`config.mk`:
```
export PLATFORM = sky130hd
export DESIGN_NAME = seq_mult_hs
export DESIGN_NICKNAME = d
export VERILOG_FILES = /design/src/rtl/seq_mult_hs.sv
export SDC_FILE = /design/constraint.sdc
export NUM_CORES = 1
export LEC_CHECK = 0
export ABC_AREA = 1
export BUFFER_PORTS_ARGS = -buffer_cell sky130_fd_sc_hd__buf_4
export CORE_MARGIN = 4
export CORE_UTILIZATION = 50
export DETAILED_ROUTE_END_ITERATION = 6
export PLACE_DENSITY = 0.75
export SYNTH_ARGS = -nofsm -noshare
export SYNTH_HDL_FRONTEND = slang
export SYNTH_SLANG_ARGS = --single-unit
```
`constraint.sdc`:
```
create_clock -name clk -period 3 [get_ports clk]
set_clock_uncertainty 0.2 [all_clocks]
set_input_delay 0.6 -clock clk [delete_from_list [all_inputs] [get_ports clk]]
set_output_delay 0.6 -clock clk [all_outputs]
set_load 0.02 [all_outputs]
```
`src/rtl/seq_mult_hs.sv`:
```
// seq_mult_hs: iterative shift-add multiplier, one multiplier bit per clock,
// with valid/ready handshakes on the operand and product sides. Signed
// operands are reduced to magnitudes up front and the sign is re-applied
// when the final product is loaded into c.
module seq_mult_hs #(
    parameter int WIDTH = 4
) (
    input  logic                 clk,
    input  logic                 rst,
    input  logic                 in_valid,
    output logic                 in_ready,
    input  logic [WIDTH-1:0]     a,
    input  logic [WIDTH-1:0]     b,
    input  logic                 signed_mode,
    output logic                 out_valid,
    input  logic                 out_ready,
    output logic [2*WIDTH-1:0]   c,
    output logic                 busy
);

    localparam int PW = 2 * WIDTH;
    localparam int CW = $clog2(WIDTH) + 1;
    localparam logic [CW-1:0] LAST_BIT = CW'(WIDTH - 1);

    typedef enum logic [1:0] {
        IDLE,
        CALC,
        DONE
    } state_t;

    state_t            state_q;
    logic [PW-1:0]     mcand_q;
    logic [PW-1:0]     acc_q;
    logic [PW-1:0]     c_q;
    logic [WIDTH-1:0]  mplier_q;
    logic [CW-1:0]     cnt_q;
    logic              neg_q;
    logic              in_ready_q;
    logic              out_valid_q;
    logic              busy_q;

    logic [WIDTH-1:0]  magA_d;
    logic [WIDTH-1:0]  magB_d;
    logic [PW-1:0]     acc_d;
    logic [PW-1:0]     result_d;

    // Operand magnitudes, next partial sum, and the sign-corrected final product.
    always_comb begin
        magA_d   = (signed_mode && a[WIDTH-1]) ? (~a + WIDTH'(1)) : a;
        magB_d   = (signed_mode && b[WIDTH-1]) ? (~b + WIDTH'(1)) : b;
        acc_d    = acc_q + (mplier_q[0] ? mcand_q : '0);
        result_d = neg_q ? (~acc_d + PW'(1)) : acc_d;
    end

    // Control FSM with datapath registers and registered handshake outputs.
    always_ff @(posedge clk) begin
        if (rst) begin
            state_q     <= IDLE;
            mcand_q     <= '0;
            acc_q       <= '0;
            c_q         <= '0;
            mplier_q    <= '0;
            cnt_q       <= '0;
            neg_q       <= 1'b0;
            in_ready_q  <= 1'b1;
            out_valid_q <= 1'b0;
            busy_q      <= 1'b0;
        end else begin
            case (state_q)
                IDLE: begin
                    if (in_valid && in_ready_q) begin
                        mcand_q    <= {{WIDTH{1'b0}}, magA_d};
                        mplier_q   <= magB_d;
                        neg_q      <= signed_mode & (a[WIDTH-1] ^ b[WIDTH-1]);
                        acc_q      <= '0;
                        cnt_q      <= '0;
                        in_ready_q <= 1'b0;
                        busy_q     <= 1'b1;
                        state_q    <= CALC;
                    end
                end
                CALC: begin
                    acc_q    <= acc_d;
                    mcand_q  <= mcand_q << 1;
                    mplier_q <= {1'b0, mplier_q[WIDTH-1:1]};
                    cnt_q    <= cnt_q + CW'(1);
                    if (cnt_q == LAST_BIT) begin
                        c_q         <= result_d;
                        out_valid_q <= 1'b1;
                        state_q     <= DONE;
                    end
                end
                DONE: begin
                    if (out_ready) begin
                        out_valid_q <= 1'b0;
                        busy_q      <= 1'b0;
                        in_ready_q  <= 1'b1;
                        state_q     <= IDLE;
                    end
                end
                default: begin
                    out_valid_q <= 1'b0;
                    busy_q      <= 1'b0;
                    in_ready_q  <= 1'b1;
                    state_q     <= IDLE;
                end
            endcase
        end
    end

    assign in_ready  = in_ready_q;
    assign out_valid = out_valid_q;
    assign busy      = busy_q;
    assign c         = c_q;

endmodule

```
==> metrics.txt <==
Fill cells=401; Final min period=approximately 2.5 ns; setup TNS=0 ns; Worst Setup EP=c[6]; Initial DRT Pass Iterations=4; Area Growth Syn to Fin=13.41%; Worst setup EP type=register; commonest non-fill, non-tap cell in the layout=nand2_1; initial core utilization=roughly 52%; CP Launch Type=register; status=finished, final reports clean; Worst Setup Path Type=reg2reg; Slew headroom=63.67%; largest net degree at the start of global routing=29; f_max=401.3 MHz; critical path startpoint=mplier_q[0]; CTS Buffer Depth=2; Via density=5.045; I/O Pins=24; pwr/cell area=421.5 nW/um^2; CP required=3.01 ns; Leak=1.148 nW; Clk Latency, worst-skew pair=0.30 ns; PortBufs=23; part of the cycle the worst path needs=83.06%; number of global-route vias before repair=1790; first-pass GRT wire length=approximately 7300 um; maximum vdd ir drop=0.3010 mV; post-cts gate resize count=0; r2r setup slk=about 0.5 ns; register area=around 740 sq um; Worst-Margin Slew=0.5436 ns; worst r2r src=mplier_q[0]; #FFs+latches synth=37; Final Hold Fails=0; initial antenna violation count=0; max-slew violations=0; Hold Slack=0.2681 ns; class of the worst hold path=reg2reg; Reg2Reg Depth=15; max_cap viols=0; ant diodes=0; gr ovfl total=0; post-synthesis sequential area ratio=35.13%; via count=around 1900; crit-path max FO=9; Post-CTS Hold Fix Bufs=0; CTS root buf=clkbuf_8; Synth warnings=0; H-tree Lvls=2; share of post-route cells with drive strength above 1=about 14%; multi-input logic area=1151 sq um; # Post-CTS Setup Buffers=0; Post-DRT Antenna Nets=0; cts bufs inserted=5; hold depth=2; WL per Instance=10.96 um; Chip Height=72.94 um; fin util=59.35%; most frequent cells in the layout=nand2_1 (95), inv_1 (43), dfxtp_1 (37); fin cells=379; die area=5320 sq um; Final setup viols=0; crit path DAT=approximately 2.5 ns; Worst R2R End=c[6]; HPWL after detailed placement=roughly 3100 um; placed cell count=~370; Synth Area per Inst=just under 7 sq um; GRT Total Usage=17.40%; First DRT Iteration DRCs=83; synth unique cells=31; Clk pin slew, worst setup/hold paths=0.08 ns; final wirelength=between 4000 and 5000 um; Power Total=1.008 mW; RSZ-0062 raised after global routing=false; Final GP Congestion=about 0.84; Netlist Area Pre-Place=2108 sq um; Layout Nets=354; CORE AREA=4029 sq um; Num Clock Sinks=37; syn nets=333; Residual DRC=0; Rows=23; Die W=72.94 um; CTS tree=built; Mapped Cells=around 310
## metrics by stage
step                setup WS [ns]  cell area [sq um]
finish                     0.5082               2391
global route               0.2438               2391
detailed placement         0.5236               2300
global placement           0.6000               2300
CTS                        0.5014               2391
floorplan                  0.7047               2108
## synthesized netlist by cell type
| cell | n | area share [%] |
|---|---|---|
| nand2_1 | 95 | 17 |
| inv_1 | 43 | 7.7 |
| dfxtp_1 | 37 | 35 |
| a21oi_1 | 30 | 7.1 |
| nand3_1 | 14 | 3.3 |
| o21ai_0 | 14 | 3.3 |
| ha_1 | 12 | 7.1 |
| nor2_1 | 12 | 2.1 |
| a31oi_1 | 6 | 1.8 |
| buf_2 | 5 | 1.2 |
| nand2_2 | 4 | 1.2 |
| xor2_1 | 4 | 1.7 |
| clkbuf_1 | 3 | 0.53 |
| nor2_2 | 3 | 0.89 |
| nor2_4 | 3 | 1.6 |
| o21a_1 | 3 | 1.1 |
| buf_4 | 2 | 0.71 |
| nand3_2 | 2 | 0.95 |
| nor3_1 | 2 | 0.47 |
| o31ai_1 | 2 | 0.71 |
| a211oi_1 | 1 | 0.36 |
| a21oi_2 | 1 | 0.42 |
| a221oi_1 | 1 | 0.42 |
| fa_1 | 1 | 0.95 |
| inv_2 | 1 | 0.18 |
| nand2_4 | 1 | 0.53 |
| nand3b_1 | 1 | 0.36 |
| nand4_1 | 1 | 0.30 |
| o211ai_1 | 1 | 0.36 |
| o21bai_1 | 1 | 0.36 |
| o22ai_1 | 1 | 0.30 |
## logic make-up after synthesis
family                   after synthesis  synth area share [%]
AO/OA/AOI/OAI                         61                 16.20
XOR/XNOR                               4                 1.662
adder cells (fa/ha/maj)               13                 8.071
buffers and inverters                 54                 10.27
flip-flops                            37                 35.13
AND/OR/NAND/NOR                      138                 28.66
## power by group
part / switching, mW / internal [mW] / total (mW) / leakage (nW)
clock: 0.191 / 0.165 / 0.355 / 0.0481
combinational: 0.0828 / 0.0465 / 0.129 / 0.799
sequential: 0.0153 / 0.508 / 0.523 / 0.300
## layer usage
layer / part of all wire (%) / vias to the layer above / track usage, %
li1: - / 1022 / -
met2: 46 / 25 / 29.46
met1: 48 / 858 / 21.25
met3: 3.7 / 7 / 4.132
met5: 0 / - / 0
met4: 1.8 / 0 / 6.762
## state kept, by name, summed over array words and instances (netlist names)
signal,flops
acc_q,8
cnt_q,3
c,8
out_valid,1
in_ready,1
mplier_q,4
neg_q,1
state_q,2
mcand_q,8
busy,1
## layout make-up
type,count,share of cell area [%]
Tap cell,50,2.616
Multi-Input combinational cell,216,48.14
Sequential cell,37,30.98
Clock inverter,3,0.9419
Timing Repair Buffer,24,7.535
Inverter,44,6.907
Clock buffer,5,2.878
## worst min path at each step
stage / from / end / slack [ns]
after floorplan: cnt_q[0] / cnt_q[0] / 0.23
after global placement: out_valid / out_valid / 0.25
after detailed placement: out_valid / out_valid / 0.25
after CTS: cnt_q[0] / cnt_q[0] / 0.27
after global routing: acc_q[4] / acc_q[4] / 0.29
final: busy / busy / 0.27
## critical path: stages (launching register included)
cell     delay (ns)
dfxtp_1        0.48
nand2_1        0.09
inv_1          0.06
ha_1           0.18
fa_1           0.46
inv_1          0.09
ha_1           0.16
inv_1          0.06
nor2_1         0.09
nand3_1        0.10
nor2_1         0.10
nand2_1        0.07
nand3_1        0.07
nand3_1        0.08
nand2_1        0.07
inv_1          0.03
(Power assumes the default switching activity.)
